### src/rtl/aes_gf_pkg.sv
// aes_gf_pkg: GF(16)/GF((2^4)^2) tower-field constants and arithmetic helpers
package aes_gf_pkg;
  localparam logic [3:0] LAMBDA = 4'hE;
  localparam logic [4:0] GF16_POLY = 5'h13;
  localparam logic [63:0] GF16_INV_TAB = 64'h834A5C2F67BDE910;
  function automatic logic [3:0] gf16_mul(input logic [3:0] a, input logic [3:0] b);
    logic [3:0] p, t;
    p = '0;
    t = a;
    for (int i = 0; i < 4; i++) begin
      p = p ^ (b[i] ? t : 4'h0);
      t = {t[2:0], 1'b0} ^ (t[3] ? GF16_POLY[3:0] : 4'h0);
    end
    return p;
  endfunction
  function automatic logic [3:0] gf16_sq(input logic [3:0] a);
    return gf16_mul(a, a);
  endfunction
  function automatic logic [3:0] gf16_mul_lambda(input logic [3:0] a);
    return gf16_mul(a, LAMBDA);
  endfunction
  function automatic logic [3:0] gf16_inv_lut(input logic [3:0] a);
    return GF16_INV_TAB[{a, 2'b00} +: 4];
  endfunction
endpackage

### src/rtl/gf256_tower_inv_pipe_gf16_inv.sv
// gf16_inv: combinational GF(16) inverter, 0 maps to 0
module gf16_inv
  import aes_gf_pkg::*;
(
  input  logic [3:0] a,
  output logic [3:0] y
);
  assign y = gf16_inv_lut(a);
endmodule

### src/rtl/gf256_tower_inv_pipe.sv
// gf256_tower_inv_pipe: pipelined GF((2^4)^2) inverter with valid/ready back-pressure
module gf256_tower_inv_pipe #(
  parameter int STAGES = 3,
  parameter logic [3:0] LAMBDA = 4'hE
) (
  input  logic       clk,
  input  logic       rst_n,
  input  logic       clr,
  input  logic       in_valid,
  output logic       in_ready,
  input  logic [7:0] in_data,
  output logic       out_valid,
  input  logic       out_ready,
  output logic [7:0] out_data
);
  import aes_gf_pkg::*;
  logic [STAGES-1:0] v, ld, tk;
  logic [3:0] ih, il, d_in, d_src, di, ph, px, pdi;
  logic [7:0] od;
  assign ih = in_data[7:4];
  assign il = in_data[3:0];
  assign d_in = gf16_mul_lambda(gf16_sq(ih)) ^ gf16_mul(ih, il) ^ gf16_sq(il);
  for (genvar g = 0; g < STAGES; g++) begin : g_ld
    assign ld[g] = out_ready | ~&v[STAGES-1:g];
  end
  assign tk = ld & {v[STAGES-2:0], in_valid} & {STAGES{!clr}};
  assign in_ready = ld[0] & !clr;
  assign out_valid = v[STAGES-1];
  assign out_data = od;
  gf16_inv u_inv (.a(d_src), .y(di));
  always_ff @(posedge clk or negedge rst_n)
    if (!rst_n) v <= '0;
    else v <= clr ? '0 : (v & ~ld) | tk;
  if ((STAGES != 2 && STAGES != 3) || LAMBDA != aes_gf_pkg::LAMBDA) begin : g_bad
    $error("gf256_tower_inv_pipe: STAGES must be 2 or 3 and LAMBDA must match aes_gf_pkg");
  end else if (STAGES == 3) begin : g_s3
    logic [3:0] s1h, s1x, s1d;
    always_ff @(posedge clk or negedge rst_n)
      if (!rst_n) {s1h, s1x, s1d} <= '0;
      else if (tk[0]) {s1h, s1x, s1d} <= {ih, ih ^ il, d_in};
    assign d_src = s1d;
    always_ff @(posedge clk or negedge rst_n)
      if (!rst_n) {ph, px, pdi} <= '0;
      else if (tk[1]) {ph, px, pdi} <= {s1h, s1x, di};
  end else begin : g_s2
    assign d_src = d_in;
    always_ff @(posedge clk or negedge rst_n)
      if (!rst_n) {ph, px, pdi} <= '0;
      else if (tk[0]) {ph, px, pdi} <= {ih, ih ^ il, di};
  end
  always_ff @(posedge clk or negedge rst_n)
    if (!rst_n) od <= '0;
    else if (tk[STAGES-1]) od <= {gf16_mul(ph, pdi), gf16_mul(px, pdi)};
endmodule

### config.mk
export PLATFORM = sky130hd
export DESIGN_NAME = gf256_tower_inv_pipe
export DESIGN_NICKNAME = d
export VERILOG_FILES = /design/src/rtl/aes_gf_pkg.sv /design/src/rtl/gf256_tower_inv_pipe_gf16_inv.sv /design/src/rtl/gf256_tower_inv_pipe.sv
export SDC_FILE = /design/constraint.sdc
export NUM_CORES = 1
export LEC_CHECK = 0
export CAP_MARGIN = 20
export CORE_MARGIN = 1
export CORE_UTILIZATION = 52
export DETAILED_ROUTE_END_ITERATION = 12
export GPL_TIMING_DRIVEN = 0
export PLACE_DENSITY = 0.76
export RECOVER_POWER = 100
export SLEW_MARGIN = 20
export SYNTH_ARGS = -nofsm -noshare
export SYNTH_HDL_FRONTEND = slang
export SYNTH_HIERARCHICAL = 1
export SYNTH_SLANG_ARGS = --single-unit
### constraint.sdc
create_clock -name clk -period 1.6 [get_ports clk]
set_input_delay 0.48 -clock clk [delete_from_list [all_inputs] [get_ports clk]]
set_output_delay 0.48 -clock clk [all_outputs]
set_load 0.03 [all_outputs]
== Yosys cells after proc, flatten, opt, wreduce, memory -nomap -nowiden ==
Cells that the tools add are included.
Storage, ports and cells
  flip-flop bits (word level): 35
  input port bits: 13
  output and inout bits: 10
  logic and storage cells: 95
Cells by class
  shifts and indexed selects: 1
  mux-type cells: 36
  bitwise logic cells: 44
  reductions and logical operators: 6
Operators by type and width (number)
  2-to-1 mux 4 bit: 20
  bitwise XOR 4 bit: 20
  variable part select 64 x 7 -> 4 bit (first input constant): 1
  bitwise XOR 4 x 2 -> 4 bit: 15
  2-to-1 mux 2 bit: 15
  AND 3 bit: 3
  logical NOT 1 bit: 4
  2-to-1 mux 3 bit: 1
  inverter 3 bit: 1
  bitwise OR 1 bit: 3
  bitwise OR 3 bit: 1
  AND reduction 3 bit: 1
  AND reduction 2 bit: 1
  AND 1 bit: 1

== Logic depth before layout (Yosys ltp) ==
Gate-level depths: netlist of the first run.
  depth after elaboration: 17
  mapped depth: 8
  depth with buffers taken out: 8

== Modules after synthesis ==
The synthesis of the first run kept the hierarchy.
Modules (own cells, without submodules)
  gf256_tower_inv_pipe: instances 1, cells an instance 245, area each 2339.7 µm², seq. area each 875.8 µm²
  gf16_inv: instances 1, cells an instance 30, area each 235.2 µm², seq. area each 0.0 µm²

== Least setup slack after synthesis of the first run ==
Ideal clock, no wire load.
  path type: input -> register
  start: input port in_data[4]
  end: register g_s3.s1d[2], in the netlist d_src[2]
  library setup time: 0.134 ns
  arrival: 2.016 ns
  required time: 1.466 ns
  slack: -0.550 ns
  stages: 8
  buffers on the path: 0
  cells stage by stage: inv_1 -> ha_1 -> and2b_1 -> xnor3_1 -> xnor2_1 -> xor2_1 -> xnor2_1 -> o21ai_1
Between the ends
  cells in the longest elaborated chain, start to end: 12
  elaborated cells on any way between the ends: 22
  those cells by class: mux: 7; bitwise: 15
Ends and longest elaborated chain
  start: declaration: line gf256_tower_inv_pipe.sv:11  | input logic [7:0] in_data,
  bitwise XOR 4 x 2 -> 4 bit (2 in series): line aes_gf_pkg.sv:12  | t = {t[2:0], 1'b0} ^ (t[3] ? GF16_POLY[3:0] : 4'h0);
  bitwise XOR 4 x 2 -> 4 bit / 2-to-1 mux 4 bit (equally long branches): line aes_gf_pkg.sv:12, aes_gf_pkg.sv:11
  2-to-1 mux 4 bit / bitwise XOR 4 bit (equally long branches): line aes_gf_pkg.sv:11  | p = p ^ (b[i] ? t : 4'h0);
  bitwise XOR 4 bit: line aes_gf_pkg.sv:11
  2-to-1 mux 2 bit / bitwise XOR 4 x 2 -> 4 bit (equally long branches): line aes_gf_pkg.sv:12
  bitwise XOR 4 x 2 -> 4 bit / 2-to-1 mux 2 bit (equally long branches): line aes_gf_pkg.sv:12
  bitwise XOR 4 x 2 -> 4 bit: line aes_gf_pkg.sv:12
  bitwise XOR 4 bit / bitwise XOR 4 x 2 -> 4 bit (equally long branches): line aes_gf_pkg.sv:11, aes_gf_pkg.sv:12
  bitwise XOR 4 bit: line aes_gf_pkg.sv:11
  bitwise XOR 4 bit * (2 in series): line gf256_tower_inv_pipe.sv:22  | assign d_in = gf16_mul_lambda(gf16_sq(ih)) ^ gf16_mul(ih, il) ^ gf16_sq(il);
  end signal: assignment: line gf256_tower_inv_pipe.sv:40  | else if (tk[0]) {s1h, s1x, s1d} <= {ih, ih ^ il, d_in};
  end: declaration: line gf256_tower_inv_pipe.sv:37  | logic [3:0] s1h, s1x, s1d;
Every way passes the cells marked *; elsewhere a longest branch is shown, timed or not.
A chain may end at the register's enable or synchronous reset.

== Worst setup path after layout of the first run ==
Same ends and word-level chain as after synthesis.

==> impl_metrics.toml, run 1 <==
[floorplanning]
io_pins = 23
fp.dieH_um = 72.4
dieArea_sq_um = 5240
die_w_um = 72.4
num_rows = 25
core-area_sq_um = 4750
start_util = 0.542

[route]
wl_met1_um = 2200
route.met3.wl_um = 133
ant_nets = 0
first_pass_iters = 4
wl_per_cell_um = 13.6
drc = 0
wl_met2_um = 2810
vias = 2013
first_iter_violations = 108
dr.max_layer_used = "met4"
routed_via_density = 5.19
drt_wl_total_um = 5270

[synth]
synth_top_family_by_area = "XOR/XNOR gates"
synth_enable_flop_cells = 0
netlist_instances = 275
yosysSeqAreaShare = 0.340
yosys-top-cells-count = "46 x nand2_1, 46 x xnor2_1, 35 x dfrtp_1"
yosys.area_share.simple = 0.130
postSynthAreaPerCell_sq_um = 9.36
ys.flop_type = "dfrtp_1"
synthArstFlopShare = 1.00
synth_fa_ha_area_frac = 0.0875
synth_compound_area_frac = 0.0875
synthDistinctLibCells = 38
synth_area_leaders = "dfrtp_1 34%, xnor2_1 16%, ha_1 8.7%"
synth_xor_area_frac = 0.208
yosys_warnings = 6
syn_nets = 306
synth_top_cell_by_area = "dfrtp_1"
synth_area_sq_um = 2570
synthMuxAreaShare = 0.103
yosys_register_bits = 35
yosys.area.top_type_share = 0.340

[power]
powerDensity_nw_per_um2 = 1530
ir_drop_uv = 534
leakage_uw = 0.00149

[critical_path]
worstPathArrival_ps = 1970
crit_path_start = "in_data[4]"
worstRegToRegCells = 5
cpLargestDelayFamily = "XOR/XNOR gates"
worstSetupEndpointType = "register"
critPathMaxStageDelay_ps = 330
path_class = "input port to register"
worst-path-stages = 9
rr_startpoint = "ph[2]"
worstPathRequired_ps = 1770
cp_max_fo = 4
crit_path_top_delay_cell = "xnor3_1"
startpoint_type = "input port"
cpMostUsedCell = "xnor2_2"
worst-path-buf-inv = 2
crit_chain = "buf_12 > ha_4 > xnor2_2 > xnor3_1 > xnor2_1 > xor2_1 > buf_4 > xnor2_2 > o21ai_1"

[global_routing]
track_usage = 0.211
grt_overflow_total = 0
grt_pass1_vias = 1942
grt_pass1_wl_um = 8610
grt_max_degree = 26
grt_antenna_before_repair = 0

[layout]
antennaDiodeCount = 0
drive_gt1_frac = 0.271
fin_util = 0.706
design_area_sq_um = 3350
finalNetCount = 351
fill_cells = 381
instances_no_fill = 388
area.growth.synth_to_final_pct = 30.3

[sta]
whs_ps = 142
max_freq_mhz = 558
drv_slew = 0
rsz0062_at_grt = "true"
period_needed_ps = 1790
skew_ps = 7.99
fin_ws_ps = -192
finalSetupViolCount = 7
worst_pin_slew_ps = 605
slew_headroom = 0.597
hold_violations = 0
fin_crit_sh = 1.12

[clock_network]
cts_tree = "yes"
htreeDepth = 2
numCtsBuffers = 5
clockBufferDepth = 2
clk_pin_slew_ps = 80
cts_root_buf = "clkbuf_8"
insertion_delay_ps = 290
clock-sinks = 35

[run_status]
violations = "negative setup slack"
status = "finished with violations"

[placement]
dp_cells = 365
postPlaceCellArea_sq_um = 3030
portBuffers = 22
place_congestion = 0.843
place_hpwl_um = 3530

[hold_path]
min_path_type = "input port to async pin"

[run]
max_cap_violations = 0
## what timing repair did
item,4_1_cts,5_1_grt
hold buffers,0,0
gates resized for setup,69,22
gates cloned,0,1
pin swaps,7,9
setup buffers,12,6
endpoints found under the setup margin,40,24
## cells by family (layout without fill, tap and decap cells)
family | Yosys count | in the layout
and+or+nand+nor | 78 | 78
adders and majority gates | 18 | 18
AOI/OAI and AO/OA | 37 | 37
DFF | 35 | 35
xor gates and xnor gates | 58 | 58
muxes | 23 | 23
buffers and inverters | 26 | 72
## area by class of cell
| type | instances | area [sq um] | area share |
|---|---|---|---|
| timing repair buffer | 42 | 374 | 0.112 |
| clock inverter | 2 | 35.0 | 0.0104 |
| inverter | 11 | 61.3 | 0.0183 |
| tap | 67 | 83.8 | 0.0250 |
| buffer | 11 | 91.3 | 0.0272 |
| sequential | 35 | 881 | 0.263 |
| multi-input combinational | 214 | 1750 | 0.520 |
| clock buffer | 6 | 82.6 | 0.0246 |
## placed cells by master (no fill, tap or decap), types with 5 or more instances in the layout
cell type,Yosys,routed
a21oi_1,12,11
xor2_1,10,8
inv_1,11,8
xnor2_1,46,41
clkbuf_1,8,5
nand2_1,46,46
mux2_2,15,14
buf_4,0,16
dlygate4sd2_1,0,10
o21ai_0,9,9
buf_6,1,5
clkbuf_2,0,5
nor2_1,17,17
ha_1,18,14
clkbuf_8,0,7
xnor2_2,0,5
dfrtp_1,35,31
## through the flow
step / setup WS [ps] / setup TNS [ps] / total power [uW]
floorplan: -267 / -632 / 3490
finish: -192 / -673 / 5130
global placement: -1300 / -41410 / 4030
detailed placement: -1340 / -18310 / 4110
global route: -276 / -1920 / 5530
CTS: -188 / -557 / 5010
## worst reg2reg max path: stages, from the launching register on
cell and delay, ps:
dfrtp_2 470, xor2_2 220, a21oi_2 90, a2111oi_4 340, xnor2_1 150, mux2_4 270
## state kept, by name, summed over array words and instances, names as in the netlist
signal and cells:
g_s3.s1h 4, out_data 8, pdi 4, ph 4, g_s3.s1x 4, v 3
px 4, d_src 4
## power breakdown
part / total [uW] / internal [uW] / switching (uW) / leakage [uW]
clock: 839 / 504 / 334 / 0.0000612
sequential: 1490 / 1180 / 314 / 0.000417
combinational: 2800 / 1410 / 1390 / 0.00101
total: 5130 / 3090 / 2040 / 0.00149
## per-layer routing
| layer | global-route usage | vias to the layer above |
|---|---|---|
| met2 | 0.383 | 43 |
| met4 | 0.0893 | 0 |
| met3 | 0.0347 | 11 |
| met1 | 0.246 | 960 |
| met5 | 0 | - |
| li1 | - | 999 |
## path summary, 6_finish.rpt
check | endpoint | slack [ps]
setup / recovery | d_src[2] | -190
hold / removal | v[1] | 140
setup reg to reg | out_data[6] | -60
hold reg to reg | d_src[3] | 480
max in group asynchronous | pdi[0] | 440
min in group clk | v[2] | 430
Power figures use the tool's default switching activity.
==> run 2: changes to the inputs <==
--- a/config.mk
+++ b/config.mk
@@ -8,8 +8,9 @@
 export CAP_MARGIN = 20
 export CORE_MARGIN = 1
 export CORE_UTILIZATION = 52
+export CTS_CLUSTER_SIZE = 12
 export DETAILED_ROUTE_END_ITERATION = 12
-export GPL_TIMING_DRIVEN = 0
+export GPL_TIMING_DRIVEN = 1
 export PLACE_DENSITY = 0.76
 export RECOVER_POWER = 100
 export SLEW_MARGIN = 20
==> impl_metrics.toml, run 2 (synthesis results as in run 1) <==
[sta]
max_freq_mhz = 526
fin_crit_sh = 1.19
period_needed_ps = 1900
fin_ws_ps = -300
finalSetupViolCount = 16
worst_pin_slew_ps = 839
rsz0062_at_grt = "true"
drv_slew = 0
skew_ps = 4.59
hold_violations = 0
slew_headroom = 0.441

[floorplanning]
core-area_sq_um = 4750
io_pins = 23
start_util = 0.542
dieArea_sq_um = 5240
num_rows = 25
fp.dieH_um = 72.4
die_w_um = 72.4

[clock_network]
cts_root_buf = "clkbuf_8"
hold_buffers = 0
insertion_delay_ps = 290
htreeDepth = 2
clockBufferDepth = 2
clk_pin_slew_ps = 70
cts_tree = "yes"
clock-sinks = 35
numCtsBuffers = 5

[critical_path]
path_class = "input port to register"
crit_path_start = "in_data[4]"
worstRegToRegCells = 6
worstPathRequired_ps = 1770
rrSetupSlack_ps = -40
r2r_end = "px[2]"
rr_startpoint = "v[2]"
startpoint_type = "input port"
cp_max_fo = 2
worstSetupEndpointType = "register"
worstPathArrival_ps = 2070

[route]
ant_nets = 0
drt_wl_total_um = 4890
wl_per_cell_um = 12.3
drc = 0
vias = 1989
first_iter_violations = 63
first_pass_iters = 4
routed_via_density = 4.98

[global_routing]
grt_max_degree = 36
grt_antenna_before_repair = 0
grt_overflow_total = 0
met2_usage = 0.372
grt_pass1_wl_um = 8350
grt_util_met1 = 0.241
grt_busiest_layer = "met2"
track_usage = 0.207
grt_use_met3 = 0.0389
grt_pass1_vias = 1868

[power]
power.total_uw = 5000
leakage_uw = 0.00154
powerDensity_nw_per_um2 = 1460
ir_drop_uv = 596

[layout]
instances_no_fill = 399
area.growth.synth_to_final_pct = 33.1
fin_util = 0.721
finalNetCount = 362
antennaDiodeCount = 0
multi_input_area_sq_um = 1750
design_area_sq_um = 3430
fill_cells = 374
mostFrequentLayoutCells = "46 x nand2_1, 42 x xnor2_1, 32 x dfrtp_1, 30 x buf_4, 17 x nor2_1"
layout_commonest_cell = "nand2_1"
regArea_sq_um = 880
drive_gt1_frac = 0.295
largest_reg_flops = 8

[placement]
portBuffers = 22
postPlaceCellArea_sq_um = 3210
place_hpwl_um = 3660
place_ws_ps = -1140
dp_cells = 384
place_congestion = 0.765

[run]
max_cap_violations = 0

[run_status]
status = "finished with violations"
violations = "negative setup slack"

[hold_path]
min_path_type = "register to register"
min_path_cells = 2
min_to = "g_s3.s1h[0]"
holdCritStartpoint = "g_s3.s1h[0]"
[run 2: cell types whose count changed in the layout (fill, tap and decap cells not counted), sizes merged]
| cell | previous run | this run |
|---|---|---|
| dlygate4sd3 | 0 | 1 |
| clkdlybuf4s50 | 1 | 2 |
| dlygate4sd2 | 10 | 12 |
| clkdlybuf4s15 | 2 | 0 |
| buf | 25 | 40 |
| clkbuf | 21 | 15 |
[run 2: what timing repair did]
item,in CTS,in global routing
setup buffers,4,4
resized for setup,34,26
pin swaps,15,16
cloned,0,0
setup endpoints to repair,31,11
[run 2: layout make-up]
| cell class | count | share of cell area |
|---|---|---|
| Clock buffer | 6 | 0.0241 |
| Inverter | 11 | 0.0179 |
| Multi-Input combinational cell | 214 | 0.511 |
| Clock inverter | 2 | 0.0102 |
| Tap cell | 67 | 0.0245 |
| Timing Repair Buffer | 64 | 0.156 |
| Sequential cell | 35 | 0.257 |
[run 2: per-layer routing]
metal	share of wire	up-vias
met5	0	-
met2	0.54	27
li1	-	1029
met4	0.014	0
met1	0.43	926
met3	0.022	7
[run 2: worst max path at each step]
stage,depth (start not counted),slack (ps),endpoint
detailed placement,9,-1140,d_src[2]
CTS,10,-430,d_src[2]
global route,9,-360,d_src[2]
floorplan,8,-270,d_src[2]
finish,9,-300,d_src[2]
global placement,8,-1020,d_src[2]
[run 2: critical path, cell delays in order]
cell and delay (ps):
buf_12 110, buf_6 110, ha_4 150, xnor2_2 170, xnor3_1 380, xnor2_2 210, xor2_2 220, xnor2_1 150
o21ai_1 80
[run 2: metrics by stage]
stage	hold slack, ps	setup TNS [ps]
after detailed placement	478	-12540
after floorplan	184	-632
after global routing	518	-2980
after CTS	494	-1230
final	486	-1880
after global placement	461	-11410
[run 2: power by group]
group          internal, uW  switching (uW)  leakage [uW]  total [uW]
Combinational          1380            1260       0.00106        2640
Clock                   504             313     0.0000612         817
Sequential             1180             372      0.000418        1550
Total                  3060            1940       0.00154        5000
==> run 3: changes to the inputs <==
--- a/config.mk
+++ b/config.mk
@@ -7,11 +7,11 @@
 export LEC_CHECK = 0
 export CAP_MARGIN = 20
 export CORE_MARGIN = 1
-export CORE_UTILIZATION = 52
+export CORE_UTILIZATION = 50
 export CTS_CLUSTER_SIZE = 12
 export DETAILED_ROUTE_END_ITERATION = 12
-export GPL_TIMING_DRIVEN = 1
-export PLACE_DENSITY = 0.76
+export GPL_TIMING_DRIVEN = 0
+export PLACE_DENSITY = 0.74
 export RECOVER_POWER = 100
 export SLEW_MARGIN = 20
 export SYNTH_ARGS = -nofsm -noshare
==> impl_metrics.toml, run 3 (synthesis results as in run 1) <==
[route]
drc = 0
first_iter_violations = 121
first_pass_iters = 4
wl_per_cell_um = 12.8
drt_wl_total_um = 4960
ant_nets = 0
vias = 1967
routed_via_density = 5.10

[critical_path]
cpMostUsedCell = "xnor2_2"
rrSetupSlack_ps = -180
crit_chain = "buf_12 > ha_4 > and2b_1 > xnor3_1 > xnor2_2 > xor2_1 > buf_4 > xnor2_2 > o21ai_1"
critPathMaxStageDelay_ps = 250
cpLargestDelayFamily = "XOR/XNOR gates"
crit_path_start = "in_data[7]"
worstSetupEndpointType = "register"
worstPathArrival_ps = 1980
worst-path-buf-inv = 2
worstRegToRegCells = 6
rr_startpoint = "v[2]"
critPathCapture = "d_src[2]"
cp_max_fo = 7
r2r_end = "pdi[0]"
worstPathRequired_ps = 1780
crit_path_top_delay_cell = "xnor3_1"
startpoint_type = "input port"
path_class = "input port to register"
worst-path-stages = 9

[layout]
antennaDiodeCount = 0
design_area_sq_um = 3330
fill_cells = 386
mostFrequentLayoutCells = "46 x nand2_1, 39 x xnor2_1, 30 x dfrtp_1, 17 x nor2_1, 16 x buf_4"
finalNetCount = 349
instances_no_fill = 386
drive_gt1_frac = 0.270
layout_commonest_cell = "nand2_1"
largest_reg_flops = 8
area.growth.synth_to_final_pct = 29.2

[floorplanning]
start_util = 0.531
io_pins = 23
dieArea_sq_um = 5440
fp.dieH_um = 73.8
die_w_um = 73.8
core-area_sq_um = 4850
num_rows = 25

[clock_network]
clockBufferDepth = 2
numCtsBuffers = 5
htreeDepth = 2
cts_tree = "yes"
insertion_delay_ps = 290
clk_pin_slew_ps = 80
cts_root_buf = "clkbuf_8"
hold_buffers = 0
clock-sinks = 35

[sta]
worst_pin_slew_ps = 592
drv_slew = 0
fin_ws_ps = -205
whs_ps = 153
skew_ps = 5.36
fin_crit_sh = 1.13
hold_violations = 0
period_needed_ps = 1800
finalSetupViolCount = 17
rsz0062_at_grt = "true"
max_freq_mhz = 554
slew_headroom = 0.606
fin_setup_tns_ps = -2640

[global_routing]
track_usage = 0.199
grt_max_degree = 26
grt_pass1_wl_um = 8240
grt_busiest_layer = "met2"
met2_usage = 0.365
grt_util_met1 = 0.235
grt_antenna_before_repair = 0
grt_overflow_total = 0
grt_pass1_vias = 1861
grt_use_met3 = 0.0412

[run_status]
violations = "negative setup slack"
status = "finished with violations"

[placement]
place_congestion = 0.797
portBuffers = 22
postPlaceCellArea_sq_um = 3030
place_hpwl_um = 3520
dp_cells = 365

[power]
power.switching_uw = 2040
power.total_uw = 4940
power_frac_clock = 0.132
ir_drop_uv = 646
internal_power_uw = 2900
seqPwrFrac = 0.303
comb_power_share = 0.565
switching_share = 0.413
leakage_uw = 0.00146
powerDensity_nw_per_um2 = 1480

[hold_path]
min_path_type = "input port to async pin"

[run]
max_cap_violations = 0
run 3: layout make-up:
type,count,area (sq um),share of cell area
Clock inverter,3,23.8,0.00715
Buffer,11,91.3,0.0275
Clock buffer,5,68.8,0.0207
Inverter,11,61.3,0.0184
Timing Repair Buffer,40,349,0.105
Multi-Input combinational cell,214,1770,0.531
Sequential cell,35,882,0.265
Tap cell,67,83.8,0.0252
run 3: how the worst min path moves through the flow:
stage	from	end	cells past startpoint
3_5_place_dp	rst_n	out_data[0]	1
4_1_cts	rst_n	out_data[1]	1
3_3_place_gp	g_s3.s1x[3]	g_s3.s1x[3]	2
2_1_floorplan	rst_n	d_src[0]	0
6_report	rst_n	out_data[1]	1
5_1_grt	rst_n	out_data[2]	1
run 3: per-stage QoR:
stage,setup WS [ps],util
finish,-205,0.686
detailed placement,-1350,0.625
global placement,-1300,0.621
floorplan,-267,-
global route,-299,0.686
CTS,-180,0.670
run 3: routing by layer:
metal | vias to the layer above | share of wire
li1 | 999 | -
met1 | 926 | 0.43
met2 | 36 | 0.53
met3 | 6 | 0.030
met4 | 0 | 0.011
met5 | - | 0
run 3: timing repair:
action,in CTS,in global routing
pin swaps,5,9
gates resized for setup,71,21
endpoints found under the setup margin,40,13
setup buffers,11,6
run 3: power groups by stage:
stage | Sequential (uW) | Combinational, uW | Clock, uW
after CTS | 1450 | 2690 | 675
after global placement | 1410 | 2630 | 0
after detailed placement | 1430 | 2690 | 0
after floorplan | 1580 | 1910 | 0
after global routing | 1560 | 3070 | 714
final | 1500 | 2790 | 651
